===== config.mk =====
export PLATFORM = sky130hd
export DESIGN_NAME = fetch_pc_unit_flat
export DESIGN_NICKNAME = d
export VERILOG_FILES = /design/src/rtl/fetch_pc_unit_if.sv /design/src/rtl/fetch_pc_unit.sv /design/src/flat_wrapper.sv
export SDC_FILE = /design/constraint.sdc
export NUM_CORES = 1
export LEC_CHECK = 0
export ABC_AREA = 1
export CAP_MARGIN = 20
export CORE_UTILIZATION = 43
export DETAILED_ROUTE_END_ITERATION = 6
export GPL_ROUTABILITY_DRIVEN = 1
export PLACE_DENSITY = 0.79
export SYNTH_ARGS = -nofsm -noshare
export SYNTH_HDL_FRONTEND = slang
export SYNTH_SLANG_ARGS = --single-unit

===== constraint.sdc =====
create_clock -name clk -period 2 [get_ports clk]
set_input_delay 0.4 -clock clk [delete_from_list [all_inputs] [get_ports clk]]
set_output_delay 0.4 -clock clk [all_outputs]
set_load 0.005 [all_outputs]

===== src/rtl/fetch_pc_unit_if.sv =====
// Bus between the fetch PC unit and the rest of the pipeline.
// Handshake: pc_src, stall and imem_ready are all sampled at the rising clock
// edge. imem_ready=1 means instr_in is valid for the current pc_out. stall=1
// means decode cannot accept a new instruction this cycle. pc_src=1 asks for a
// redirect to next_pc_in. pc_out and the if_id_* outputs change only on a
// rising edge or an asynchronous reset. flush_active and state_out follow the
// FSM state.
interface fetch_pc_unit_if;
    logic [15:0] next_pc_in;
    logic [15:0] instr_in;
    logic        pc_src;
    logic        stall;
    logic        imem_ready;
    logic [15:0] pc_out;
    logic [15:0] if_id_pc;
    logic [15:0] if_id_instr;
    logic        if_id_valid;
    logic        flush_active;
    logic [1:0]  state_out;

    // The PC unit owns the PC and the IF/ID latch.
    modport master (
        input  next_pc_in, instr_in, pc_src, stall, imem_ready,
        output pc_out, if_id_pc, if_id_instr, if_id_valid, flush_active, state_out
    );

    // The pipeline side: the fetch, hazard and memory stages.
    modport slave (
        output next_pc_in, instr_in, pc_src, stall, imem_ready,
        input  pc_out, if_id_pc, if_id_instr, if_id_valid, flush_active, state_out
    );
endinterface


===== src/rtl/fetch_pc_unit.sv =====
// Program counter and IF/ID pipeline latch. Handles stalls, instruction
// memory wait states and branch redirects. After a redirect, a flush window
// squashes wrong-path instructions that are already downstream.
module fetch_pc_unit #(
    parameter logic [15:0] RESET_PC    = 16'h0000,
    parameter int          FLUSH_SLOTS = 2,
    parameter int          CNT_W       = 2
) (
    input  logic            clk,
    input  logic            rst,
    fetch_pc_unit_if.master bus
);

    typedef enum logic [1:0] {
        ST_RUN      = 2'd0,
        ST_WAIT_MEM = 2'd1,
        ST_FLUSH    = 2'd2,
        ST_ILLEGAL  = 2'd3
    } state_e;

    // The counter starts one below the slot count. The FLUSH state therefore
    // lasts exactly FLUSH_SLOTS cycles, counting the cycle in which it reaches zero.
    localparam logic [CNT_W-1:0] FLUSH_INIT = CNT_W'(FLUSH_SLOTS - 1);

    state_e            state_q, state_d;
    logic [CNT_W-1:0]  cnt_q, cnt_d;
    logic [15:0]       pc_q, pc_d;
    logic [15:0]       if_id_pc_q, if_id_pc_d;
    logic [15:0]       if_id_instr_q, if_id_instr_d;
    logic              if_id_valid_q, if_id_valid_d;

    logic              redirect;
    logic              advance;
    logic              bubble;

    // Redirects are ignored during FLUSH, so the wrong-path branches being squashed cannot retrigger a flush.
    assign redirect = bus.pc_src && (state_q != ST_FLUSH);
    assign advance  = !bus.stall && bus.imem_ready;
    assign bubble   = !bus.stall && !bus.imem_ready;

    // Next-state and datapath: redirect > stall > memory wait > advance
    always_comb begin
        state_d       = state_q;
        cnt_d         = cnt_q;
        pc_d          = pc_q;
        if_id_pc_d    = if_id_pc_q;
        if_id_instr_d = if_id_instr_q;
        if_id_valid_d = if_id_valid_q;

        if (redirect) begin
            // The pending fetch is abandoned. IF/ID keeps its old contents and is marked as a bubble.
            pc_d          = bus.next_pc_in;
            if_id_valid_d = 1'b0;
            state_d       = ST_FLUSH;
            cnt_d         = FLUSH_INIT;
        end else begin
            case (state_q)
                ST_RUN, ST_WAIT_MEM, ST_FLUSH: begin
                    if (advance) begin
                        pc_d          = bus.next_pc_in;
                        if_id_pc_d    = pc_q;
                        if_id_instr_d = bus.instr_in;
                        if_id_valid_d = 1'b1;
                    end else if (bubble) begin
                        if_id_valid_d = 1'b0;
                    end

                    if (state_q == ST_FLUSH) begin
                        // The flush window counts down whether or not the pipe is stalled.
                        if (cnt_q == '0) begin
                            state_d = bus.imem_ready ? ST_RUN : ST_WAIT_MEM;
                        end else begin
                            cnt_d = cnt_q - CNT_W'(1);
                        end
                    end else if (advance) begin
                        state_d = ST_RUN;
                    end else if (bubble) begin
                        state_d = ST_WAIT_MEM;
                    end
                end
                default: begin
                    // Unreachable encoding: recover to RUN and drop the latched instruction.
                    state_d       = ST_RUN;
                    if_id_valid_d = 1'b0;
                end
            endcase
        end
    end

    // State and pipeline registers with asynchronous reset
    always_ff @(posedge clk or posedge rst) begin
        if (rst) begin
            state_q       <= ST_RUN;
            cnt_q         <= '0;
            pc_q          <= RESET_PC;
            if_id_pc_q    <= 16'h0000;
            if_id_instr_q <= 16'h0000;
            if_id_valid_q <= 1'b0;
        end else begin
            state_q       <= state_d;
            cnt_q         <= cnt_d;
            pc_q          <= pc_d;
            if_id_pc_q    <= if_id_pc_d;
            if_id_instr_q <= if_id_instr_d;
            if_id_valid_q <= if_id_valid_d;
        end
    end

    assign bus.pc_out       = pc_q;
    assign bus.if_id_pc     = if_id_pc_q;
    assign bus.if_id_instr  = if_id_instr_q;
    assign bus.if_id_valid  = if_id_valid_q;
    assign bus.flush_active = (state_q == ST_FLUSH);
    assign bus.state_out    = state_q;

endmodule


===== src/flat_wrapper.sv =====
// flat-port wrapper written by rule: the top's interface ports become plain ports
module fetch_pc_unit_flat 
#(
    parameter logic [15:0] RESET_PC    = 16'h0000,
    parameter int          FLUSH_SLOTS = 2,
    parameter int          CNT_W       = 2
)
  (clk, rst, bus_next_pc_in, bus_instr_in, bus_pc_src, bus_stall, bus_imem_ready, bus_pc_out, bus_if_id_pc, bus_if_id_instr, bus_if_id_valid, bus_flush_active, bus_state_out);
  fetch_pc_unit_if bus_i ();
  input  logic clk;
  input  logic rst;
  input wire logic [$bits(bus_i.next_pc_in)-1:0] bus_next_pc_in;
  input wire logic [$bits(bus_i.instr_in)-1:0] bus_instr_in;
  input wire logic [$bits(bus_i.pc_src)-1:0] bus_pc_src;
  input wire logic [$bits(bus_i.stall)-1:0] bus_stall;
  input wire logic [$bits(bus_i.imem_ready)-1:0] bus_imem_ready;
  output wire logic [$bits(bus_i.pc_out)-1:0] bus_pc_out;
  output wire logic [$bits(bus_i.if_id_pc)-1:0] bus_if_id_pc;
  output wire logic [$bits(bus_i.if_id_instr)-1:0] bus_if_id_instr;
  output wire logic [$bits(bus_i.if_id_valid)-1:0] bus_if_id_valid;
  output wire logic [$bits(bus_i.flush_active)-1:0] bus_flush_active;
  output wire logic [$bits(bus_i.state_out)-1:0] bus_state_out;
  assign bus_i.next_pc_in = bus_next_pc_in;
  assign bus_i.instr_in = bus_instr_in;
  assign bus_i.pc_src = bus_pc_src;
  assign bus_i.stall = bus_stall;
  assign bus_i.imem_ready = bus_imem_ready;
  assign bus_pc_out = bus_i.pc_out;
  assign bus_if_id_pc = bus_i.if_id_pc;
  assign bus_if_id_instr = bus_i.if_id_instr;
  assign bus_if_id_valid = bus_i.if_id_valid;
  assign bus_flush_active = bus_i.flush_active;
  assign bus_state_out = bus_i.state_out;
  fetch_pc_unit #(.RESET_PC(RESET_PC), .FLUSH_SLOTS(FLUSH_SLOTS), .CNT_W(CNT_W)) u_core (.clk(clk), .rst(rst), .bus(bus_i));
endmodule

Word-level counts from Yosys, hierarchy flattened
Index checks and enable logic that the tools add are counted.
{ "word_totals": {"in_bits": 37, "reg_bits": 53, "elab_cells": 48} }
{ "classes": {"n_mux": 18, "bitwise": 1, "eq_ne": 7, "n_addsub": 1, "reduce_logical": 15} }
{ "ops": {"columns": ["op", "count"], "rows": [
  ["2-to-1 mux 16 bit", 3],
  ["2-to-1 mux 2 bit", 10],
  ["AND reduction 3 bit", 2],
  ["nonzero test 2 bit", 3],
  ["2-to-1 mux 1 bit", 5],
  ["!= test 5 x 2 -> 1 bit, second input constant", 1],
  ["zero test 2 bit", 2],
  ["!= test 4 x 1 -> 1 bit, second input constant", 1],
  ["!= test 4 x 2 -> 1 bit, second input constant", 1],
  ["AND reduction 2 bit", 2],
  ["logical AND 1 bit", 3],
  ["OR reduction 3 bit", 1],
  ["equality test 2 x 1 -> 1 bit, second input constant", 1],
  ["equality test 2 bit, second input constant", 1],
  ["zero test 1 bit", 2],
  ["!= test 2 x 1 -> 1 bit, second input constant", 1],
  ["!= test 2 bit, second input constant", 1],
  ["subtractor 2 x 1 -> 2 bit, second input constant", 1],
  ["NOT 1 bit", 1]
]} }

Depth between registers and ports, before layout
Gate-level depths: netlist of the first run.
{ "logic_depth": {"word_depth": 7, "ltp_mapped": 7, "depth_no_buf": 7} }

Worst setup path before layout of the first run
OpenSTA, ideal clock, no wires.
{ "synth_timing": {"path_type": "input port to flip-flop", "start": "in bus_imem_ready", "end": "reg u_core.pc_q[0], in the netlist u_core.bus.pc_out[0]", "path_slack_ps": 879, "path_buffers": 1, "t_required_ps": 1884, "path_stages": 6, "arrival_ps": 1004, "cell_sequence": "inv_1 -> nor2_4 -> nand2_4 -> buf_4 -> nand3_1 -> nand2_1"} }
{ "synth_between": {"elab_chain_cells": 3} }
{ "synth_rtl": {"columns": ["element", "line", "rtl"], "rows": [
  ["from (decl)", "flat_wrapper.sv:16", "input wire logic [$bits(bus_i.imem_ready)-1:0] bus_imem_ready;"],
  ["logical AND 1 bit", "fetch_pc_unit.sv:38", "assign advance = !bus.stall && bus.imem_ready;"],
  ["nonzero test 2 bit (no line)", null, null],
  ["AND reduction 2 bit (no line)", null, null],
  ["to (signal assigned)", "fetch_pc_unit.sv:102", "pc_q <= pc_d;"],
  ["to (decl)", "fetch_pc_unit.sv:27", "logic [15:0] pc_q, pc_d;"]
]} }
Every way passes these cells.
A chain may end at the register's enable or synchronous reset.

Worst setup path after layout of the first run
{ "layout_timing": {"start": "reg u_core.state_q[0], in the netlist u_core.bus.state_out[0]", "end": "out bus_flush_active"} }
{ "layout_between": {"elab_chain_cells": 1} }
{ "layout_rtl": {"columns": ["element", "line", "rtl"], "rows": [
  ["from (decl)", "fetch_pc_unit.sv:25", "state_e state_q, state_d;"],
  ["from (signal assigned)", "fetch_pc_unit.sv:100", "state_q <= state_d;"],
  ["equality test 2 bit", "fetch_pc_unit.sv:113", "assign bus.flush_active = (state_q == ST_FLUSH);"],
  ["to (decl)", "flat_wrapper.sv:21", "output wire logic [$bits(bus_i.flush_active)-1:0] bus_flush_active;"]
]} }
Every way passes these cells.

==> impl_metrics.tcl, run 1 <==
set metrics [dict create \
    setup_viol 0 \
    drtIter0Drc 149 \
    layout_setup_ws_ns 0.122 \
    synth.most_common_cell "nand2_1" \
    crit_type "flip-flop to output pin" \
    area_delta_synth_final_pct 44.5 \
    synth-simple-area-share_pct 35.1 \
    ctsResizeCount 0 \
    synth.distinct_cells 17 \
    hold_class "flip-flop to flip-flop" \
    hold_violations 0 \
    drcViolationCount 0 \
    yosys.area.top_type "dfrtp_1" \
    dpl.hpwl_mm 3.77 \
    synth-compound-area-share_pct 0.333 \
    viasPerCell 5.04 \
    fin_crit_ns 1.88 \
    synth.top_cells.by_count "105 x nand2_1, 53 x dfrtp_1, 33 x nand4_1, 19 x nand3_1, 10 x buf_2" \
    dp_slack_ns 0.198 \
    ys_seq_area_share_pct 58.8 \
    synth_edf_count 0 \
    antenna_found_initial 0 \
    worst_clock_skew_ns 0.00232 \
    dpl.cell_count 389 \
    grt_pass1_vias 1895 \
    chipWidth_um 74.4 \
    dieHeight_um 74.4 \
    pwr-share-comb_pct 44.5 \
    max_cap_violations 0 \
    core-area_um2 4880 \
    first_pass_iters 4 \
    finalNonFillerCells 397 \
    synth.area.top_cells "dfrtp_1 59%, nand2_1 17%, nand4_1 9.2%, nand3_1 4.2%, nand2_4 2.5%" \
    cts_made_buffers 5 \
    period_share_pct 93.9 \
    synth_top_family_by_area "simple AND/OR/NAND/NOR gates" \
    cp_cell_sequence "inv_1 -> nand2_1 -> inv_1 -> clkdlybuf4s50_1" \
    max-vdd-ir-drop_uv 718 \
    fin_setup_tns_ns 0 \
    fmax_mhz 533 \
    grt_max_degree 54 \
    clock_latency_ns 0.29 \
    synthArstFlopShare_pct 100 \
    htreeDepth 2 \
    nFillCells 432 \
    p_per_area_nw_per_um2 1350 \
    clk_pin_slew_ns 0.08 \
    synthXorXnorAreaFrac_pct 0 \
    synthAdderAreaFrac_pct 0.555 \
    synth_cells 245 \
    drv_slew 0 \
    status "finished, final reports clean" \
    critPathMostFrequentCell "inv_1" \
    syn_area_um2 2250 \
    power_switching_share_pct 34.1 \
    ant_nets 0 \
    vias 2002 \
    p_int_mw 2.90 \
    place_congestion 0.794 \
    portBuffers 88 \
    cp_slowest_stage_delay_ns 0.49 \
    num_antenna_cells 0 \
    worstSetupStartpointType "flip-flop" \
    ff_latch_area_um2 1330 \
    drive_gt1_share_pct 5.76 \
    yosysTopAreaCellShare_pct 58.8 \
    cts_tree "done" \
    ys_ff_latch 53 \
    tightestPinTransition_ns 0.409 \
    rsz0062_at_grt "no" \
    start_util_pct 46.2 \
    row_count 25 \
    worstPathArrival_ns 1.48 \
    dieArea_um2 5540 \
    endpoint_kind "output pin" \
    overflow 0 \
    cp_data_required_time_ns 1.60 \
    multi_input_area_um2 811 \
    cts_buffer_depth 2 \
    finalWirelength_mm 5.49 \
    ys.flop_type "dfrtp_1" \
    grt_pass1_wl_mm 9.05 \
    track_usage_pct 21.1 \
    syn_nets 283 \
    p_clk_share_pct 12.8 \
    muxShareOfSynthArea_pct 0 \
    postCtsHoldBufs 0 \
    p_leak_nw 1.59 \
    post-cts-setup-buffers 0 \
    clkSinkCount 53 \
    relSlewSlack_pct 72.7 \
    pwr-share-seq_pct 42.7 \
    yosys_warnings 0 \
    slowest_stage "clkdlybuf4s50_1" \
    cts-root-buf "clkbuf_8" \
    io_pins 89 \
    crit_fanout 4 \
    avgSynthCellArea_um2 9.20 \
    switchingPower_mw 1.50 \
    final_net_count 367 \
    avgRoutedWirePerCell_um 13.8 \
]
==> logic make-up (layout without fill, tap and decap cells) <==
| group | after synthesis | in the layout |
|---|---|---|
| and+or+nand+nor | 166 | 166 |
| AOI/OAI and AO/OA | 1 | 1 |
| buffers and inverters | 24 | 109 |
| DFF | 53 | 53 |
| adders and majority gates | 1 | 1 |
==> metal layers <==
metal  global-route usage [%]  part of all wire [%]  vias up
li1                         -                     -      973
met1                     29.2                    46      948
met2                     34.2                    47       74
met3                     4.47                   7.1        7
met4                     5.24                  0.87        0
met5                        0                     0        -
==> cell usage in the layout (no fill, tap or decap) <==
cell type / count
buf_12: 1
clkbuf_8: 5
inv_2: 2
inv_1: 7
ha_1: 1
clkdlybuf4s50_1: 88
nor2_1: 1
clkbuf_1: 3
nand3_4: 1
o21bai_1: 1
nand2_1: 105
nand3_1: 19
nand4_1: 33
or2_2: 1
nand2_4: 5
nor2_4: 1
buf_4: 3
dfrtp_1: 53
==> final timing paths <==
| check | from | to | slack (ns) | cells past startpoint |
|---|---|---|---|---|
| hold reg to reg | u_core.bus.if_id_pc[4] | u_core.bus.if_id_pc[4] | 0.47 | 2 |
| setup reg to reg | u_core.bus.state_out[1] | u_core.bus.if_id_instr[6] | 0.44 | 4 |
| hold / removal | u_core.bus.if_id_pc[4] | u_core.bus.if_id_pc[4] | 0.47 | 2 |
| max in group asynchronous | rst | u_core.bus.if_id_valid | 1.29 | 3 |
| setup / recovery | u_core.bus.state_out[0] | bus_flush_active | 0.12 | 4 |
| min in group asynchronous | rst | u_core.bus.if_id_instr[11] | 0.48 | 3 |
==> critical path, delay by kind of cell, from the launching register on <==
kind | cells | cell delay (ns)
buf+inv | 3 | 0.65
flops | 1 | 0.44
simple gates | 1 | 0.09
==> through the flow <==
stage                     hold WS [ns]  total power [mW]  utilization, %  area [um2]
after floorplan                  0.449              2.67               -        2250
after global placement           0.453              3.80            65.1        3180
after detailed placement         0.458              3.87            65.1        3180
after CTS                        0.480              4.44            66.8        3260
after global routing             0.497              4.74            66.8        3260
final                            0.475              4.40            66.8        3260
==> sequential cells by signal, summed over array words and instances, names as in the netlist <==
signal and cells:
u_core.bus.if_id_instr 16, u_core.bus.if_id_pc 16, u_core.bus.if_id_valid 1, u_core.bus.pc_out 16, u_core.bus.state_out 2, u_core.cnt_q 2
==> area by class of cell <==
type / instances / share of cell area, %
sequential: 53 / 40.7
inverter: 9 / 1.04
clock buffer: 8 / 2.46
tap: 67 / 2.57
multi-input combinational: 168 / 24.9
timing repair buffer: 92 / 28.3
==> power by group through the flow <==
stage                     sequential (mW)  clock (mW)  combinational (mW)
after floorplan                      1.88           0               0.785
after global placement               1.88           0                1.92
after detailed placement             1.89           0                1.98
after CTS                            1.88       0.581                1.98
after global routing                 1.95       0.613                2.18
final                                1.88       0.563                1.96
(Power assumes the default switching activity.)
==> inputs of run 2 (changes only) <==
--- a/config.mk
+++ b/config.mk
@@ -7,10 +7,11 @@
 export LEC_CHECK = 0
 export ABC_AREA = 1
 export CAP_MARGIN = 20
-export CORE_UTILIZATION = 43
+export CORE_UTILIZATION = 55
 export DETAILED_ROUTE_END_ITERATION = 6
+export DONT_BUFFER_PORTS = 1
 export GPL_ROUTABILITY_DRIVEN = 1
-export PLACE_DENSITY = 0.79
+export PLACE_DENSITY = 0.7
 export SYNTH_ARGS = -nofsm -noshare
 export SYNTH_HDL_FRONTEND = slang
 export SYNTH_SLANG_ARGS = --single-unit
==> run 2 against run 1 <==
Die area is 21% lower. Utilization fell by 4.9 points. Setup slack improved by 0.43 ns. Sequential power grew 6%. Clock skew rose by 0.0045 ns. Cell count decreased by 27%. Power is 22% lower. Sequential share of layout area grew 16 points. Routed wire length decreased by 12%. Via count decreased by 17%. Non-clock buffer count decreased by 86. Clock-buffer cell count is 3 lower.
==> impl_metrics.tcl, run 2 (synthesis results as in run 1) <==
set metrics [dict create \
    status "finished, final reports clean" \
    viasPerCell 5.75 \
    nFillCells 333 \
    dpl.cell_count 284 \
    drcViolationCount 0 \
    clock_latency_ns 0.30 \
    drive_gt1_share_pct 9.09 \
    final_common_cell "nand2_1" \
    grt_pass1_wl_mm 7.73 \
    max-vdd-ir-drop_uv 965 \
    dp_slack_ns 0.553 \
    start_util_pct 59.4 \
    rsz0062_at_grt "no" \
    mostFrequentLayoutCells "105 x nand2_1, 53 x dfrtp_1, 33 x nand4_1" \
    finalWirelength_mm 4.82 \
    met3_length_um 478 \
    chipWidth_um 66.0 \
    hold_class "input pin to async pin" \
    fin_crit_ns 1.45 \
    drv_slew 0 \
    startpoint "u_core.bus.state_out[1]" \
    num_antenna_cells 0 \
    cts_buffer_depth 2 \
    drtIter0Drc 141 \
    cts-root-buf "clkbuf_8" \
    crit_fanout 33 \
    track_usage_pct 24.0 \
    grt_max_degree 34 \
    max_cap_violations 0 \
    fin_setup_tns_ns 0 \
    worst_clock_skew_ns 0.00683 \
    htreeDepth 2 \
    grt_pass1_vias 1616 \
    worstSetupStartpointType "flip-flop" \
    vias 1668 \
    period_share_pct 72.5 \
    p_per_area_nw_per_um2 1460 \
    clkSinkCount 53 \
    layout_setup_ws_ns 0.549 \
    cts_tree "done" \
    dpl.hpwl_mm 3.25 \
    endpoint_kind "flip-flop" \
    cp_data_required_time_ns 2.19 \
    finalNonFillerCells 290 \
    tightestPinTransition_ns 0.599 \
    core-area_um2 3800 \
    total_power_mw 3.43 \
    hold_violations 0 \
    overflow 0 \
    area_delta_synth_final_pct 4.22 \
    place_congestion 0.752 \
    postCtsHoldBufs 0 \
    relSlewSlack_pct 60.0 \
    route.top_layer_used "met4" \
    wl_met1_mm 2.11 \
    ctsResizeCount 0 \
    post-cts-setup-buffers 0 \
    p_leak_nw 1.26 \
    fmax_mhz 689 \
    ant_nets 0 \
    crit_type "flip-flop to flip-flop" \
    portBuffers 0 \
    final_net_count 281 \
    wl_met2_mm 2.18 \
    worstPathArrival_ns 1.64 \
    rr_startpoint "u_core.bus.state_out[1]" \
    setup_viol 0 \
    dieHeight_um 66.0 \
    antenna_found_initial 0 \
    row_count 22 \
    dieArea_um2 4360 \
    avgRoutedWirePerCell_um 16.6 \
    clk_pin_slew_ns 0.09 \
    first_pass_iters 4 \
    cts_made_buffers 5 \
    io_pins 89 \
]
==> run 2: cell types whose count changed in the layout (fill, tap and decap cells not counted) <==
cell	before	now
clkinv_2	0	1
clkdlybuf4s50_1	88	0
clkbuf_1	3	0
buf_4	3	6
buf_12	1	0
==> run 2: layout make-up <==
type / count / area [um2] / area share (%)
Timing Repair Buffer: 6 / 45.0 / 1.92
Clock inverter: 1 / 5.00 / 0.213
Inverter: 9 / 33.8 / 1.44
Multi-Input combinational cell: 168 / 811 / 34.5
Sequential cell: 53 / 1330 / 56.4
Tap cell: 48 / 60.1 / 2.56
Clock buffer: 5 / 68.8 / 2.93
==> run 2: routing by layer <==
metal  track usage, %  up-vias
met2             36.9       70
met3             10.9        6
met1             30.2      783
met5                0        -
met4             7.45        0
li1                 -      809
==> run 2: final timing paths <==
kind / endpoint / slack [ns] / cells past startpoint
setup / recovery: u_core.bus.if_id_instr[12] / 0.55 / 5
hold / removal: u_core.bus.if_id_instr[11] / 0.04 / 1
setup reg to reg: u_core.bus.if_id_instr[12] / 0.55 / 5
hold reg to reg: u_core.cnt_q[0] / 0.50 / 2
max in group asynchronous: u_core.bus.if_id_instr[5] / 1.33 / 2
min in group clk: u_core.bus.pc_out[6] / 0.21 / 2
==> run 2: through the flow <==
step | util (%) | hold WS [ns] | cell area [um2]
2_1_floorplan | - | 0.449 | 2250
3_3_place_gp | 59.9 | 0.383 | 2280
3_5_place_dp | 59.9 | 0.388 | 2280
4_1_cts | 61.9 | 0.0590 | 2350
5_1_grt | 61.9 | 0.0621 | 2350
6_report | 61.9 | 0.0442 | 2350
==> run 2: power breakdown <==
| group | switching (mW) | leakage (nW) | total (mW) | internal [mW] |
|---|---|---|---|---|
| logic | 0.597 | 0.563 | 0.903 | 0.306 |
| registers | 0.444 | 0.659 | 1.99 | 1.54 |
| clock network | 0.311 | 0.0399 | 0.542 | 0.231 |
| total | 1.35 | 1.26 | 3.43 | 2.08 |
==> run 2: critical path: stages (launching register included) <==
cell,delay (ns)
dfrtp_1,0.49
inv_2,0.09
nand2_4,0.18
nand3_4,0.35
nand2_1,0.17
nand2_1,0.07
==> inputs of run 3 (changes only) <==
--- a/config.mk
+++ b/config.mk
@@ -11,7 +11,7 @@
 export DETAILED_ROUTE_END_ITERATION = 6
 export DONT_BUFFER_PORTS = 1
 export GPL_ROUTABILITY_DRIVEN = 1
-export PLACE_DENSITY = 0.7
+export PLACE_DENSITY = 0.73
 export SYNTH_ARGS = -nofsm -noshare
 export SYNTH_HDL_FRONTEND = slang
 export SYNTH_SLANG_ARGS = --single-unit
==> constraint.sdc (replaced) <==
create_clock -name clk -period 1.2 [get_ports clk]
set_input_delay 0.24 -clock clk [delete_from_list [all_inputs] [get_ports clk]]
set_output_delay 0.24 -clock clk [all_outputs]
set_load 0.005 [all_outputs]
==> run 3 against run 2 <==
Critical endpoint is now bus_flush_active. Register-to-register slack worse by 0.53 ns. Critical path depth down 3. Power is 87% higher. Worst hold slack got worse by 0.0030 ns.
==> impl_metrics.tcl, run 3 (synthesis results as in run 1) <==
set metrics [dict create \
    grt_max_degree 54 \
    switchingPower_mw 2.48 \
    relSlewSlack_pct 81.5 \
    core-area_um2 3800 \
    worstPathArrival_ns 0.96 \
    clk_pin_slew_ns 0.09 \
    hold_class "input pin to flip-flop" \
    first_pass_iters 4 \
    final_common_cell "nand2_1" \
    htreeDepth 2 \
    max_cap_violations 0 \
    fmax_mhz 833 \
    drive_gt1_share_pct 16.9 \
    nFillCells 300 \
    period_share_pct 100 \
    crit_type "flip-flop to output pin" \
    clkSinkCount 53 \
    cts-root-buf "clkbuf_8" \
    ant_nets 0 \
    row_count 22 \
    start_util_pct 59.4 \
    track_usage_pct 24.5 \
    dieHeight_um 66.0 \
    dpl.hpwl_mm 3.43 \
    p_leak_nw 1.35 \
    num_antenna_cells 0 \
    worstSetupStartpointType "flip-flop" \
    max-vdd-ir-drop_uv 1520 \
    endpoint_kind "output pin" \
    clock_latency_ns 0.30 \
    timing.hold.ws_ns 0.0411 \
    rsz0062_at_grt "yes" \
    overflow 0 \
    portBuffers 0 \
    fin_crit_ns 1.20 \
    p_per_area_nw_per_um2 2480 \
    area_delta_synth_final_pct 14.7 \
    viasPerCell 5.65 \
    place_congestion 0.770 \
    cts_buffer_depth 2 \
    tightestPinTransition_ns 0.277 \
    chipWidth_um 66.0 \
    total_power_mw 6.41 \
    p_clk_share_pct 16.9 \
    drtIter0Drc 118 \
    cts_tree "done" \
    power_switching_share_pct 38.7 \
    crit_fanout 5 \
    p_int_mw 3.92 \
    avgRoutedWirePerCell_um 16.6 \
    r2r_slack_ns 0.02 \
    dieArea_um2 4360 \
    status "finished, final reports clean" \
    finalWirelength_mm 5.03 \
    drv_slew 0 \
    cp_data_required_time_ns 0.96 \
    vias 1713 \
    drcViolationCount 0 \
    cts_made_buffers 5 \
    mostFrequentLayoutCells "101 x nand2_1, 52 x dfrtp_1, 33 x nand4_1" \
    setup_viol 0 \
    io_pins 89 \
    grt_pass1_vias 1629 \
    antenna_found_initial 0 \
    pwr-share-seq_pct 52.2 \
    worst_clock_skew_ns 0.00372 \
    hold_violations 0 \
    pwr-share-comb_pct 30.9 \
    grt_pass1_wl_mm 7.93 \
    final_net_count 292 \
]
-- run 3: changes by cell type in the layout (fill, tap and decap cells not counted), moves of 3 or more --
cell     previous run  this run
buf_12              0         5
nand2_1           105       101
buf_4               6         9
inv_1               7         4
nand2_2             0         3
nand2_8             0         3
-- run 3: final cells by class --
cell class | instances | area (um2) | share of cell area [%]
inverter | 9 | 37.5 | 1.45
clock buffer | 7 | 96.3 | 3.73
tap | 48 | 60.1 | 2.32
clock inverter | 1 | 5.00 | 0.194
sequential | 53 | 1330 | 51.3
multi-input combinational | 168 | 860 | 33.2
timing repair buffer | 17 | 200 | 7.74
-- run 3: critical path: stages, from the launching register on --
cell and delay (ns):
dfrtp_2 0.51, nand2_4 0.09, inv_2 0.06
-- run 3: power groups by stage --
| stage | logic (mW) | registers (mW) | clock network (mW) |
|---|---|---|---|
| 5_1_grt | 2.23 | 3.45 | 1.19 |
| 2_1_floorplan | 1.31 | 3.14 | 0 |
| 6_report | 1.98 | 3.34 | 1.08 |
| 3_5_place_dp | 1.74 | 3.35 | 0 |
| 4_1_cts | 1.78 | 3.32 | 1.10 |
| 3_3_place_gp | 1.66 | 3.33 | 0 |
-- run 3: worst paths after layout --
kind                                             from                    endpoint  cells after the start
max reg2reg                   u_core.bus.state_out[0]     u_core.bus.if_id_pc[14]                      6
min reg2reg                u_core.bus.if_id_instr[12]  u_core.bus.if_id_instr[12]                      2
max in group asynchronous                         rst     u_core.bus.state_out[1]                      3
min                                bus_next_pc_in[15]       u_core.bus.pc_out[15]                      2
max                           u_core.bus.state_out[1]            bus_flush_active                      2
min in group asynchronous                         rst      u_core.bus.if_id_pc[6]                      3
-- run 3: what timing repair did --
action                                  in CTS  in global routing
gates cloned                                 0                  0
endpoints found under the setup margin      12                 40
setup buffers                                1                  3
hold buffers                                 1                  0
gates resized for setup                      2                 17
pin swaps                                    0                  2
hold endpoints to repair                    53                  0
-- run 3: metal layers --
metal	routed length (um)	up-vias	GRT usage (%)
met2	2400	75	38.6
met5	0	-	0
li1	-	830	-
met4	45	0	7.98
met3	469	5	9.14
met1	2120	803	31.1
-- run 3: per-stage QoR --
step	utilization, %	TNS, ns	std cells	instance area, um2	worst slack (ns)
finish	68.1	0	303	2590	0.000137
global route	68.1	-0.714	303	2590	-0.0413
CTS	65.7	-0.0126	300	2500	-0.0100
detailed placement	62.5	-0.00942	290	2370	-0.00942
global placement	62.5	0	290	2370	0.0340
floorplan	-	0	245	2260	0.0800
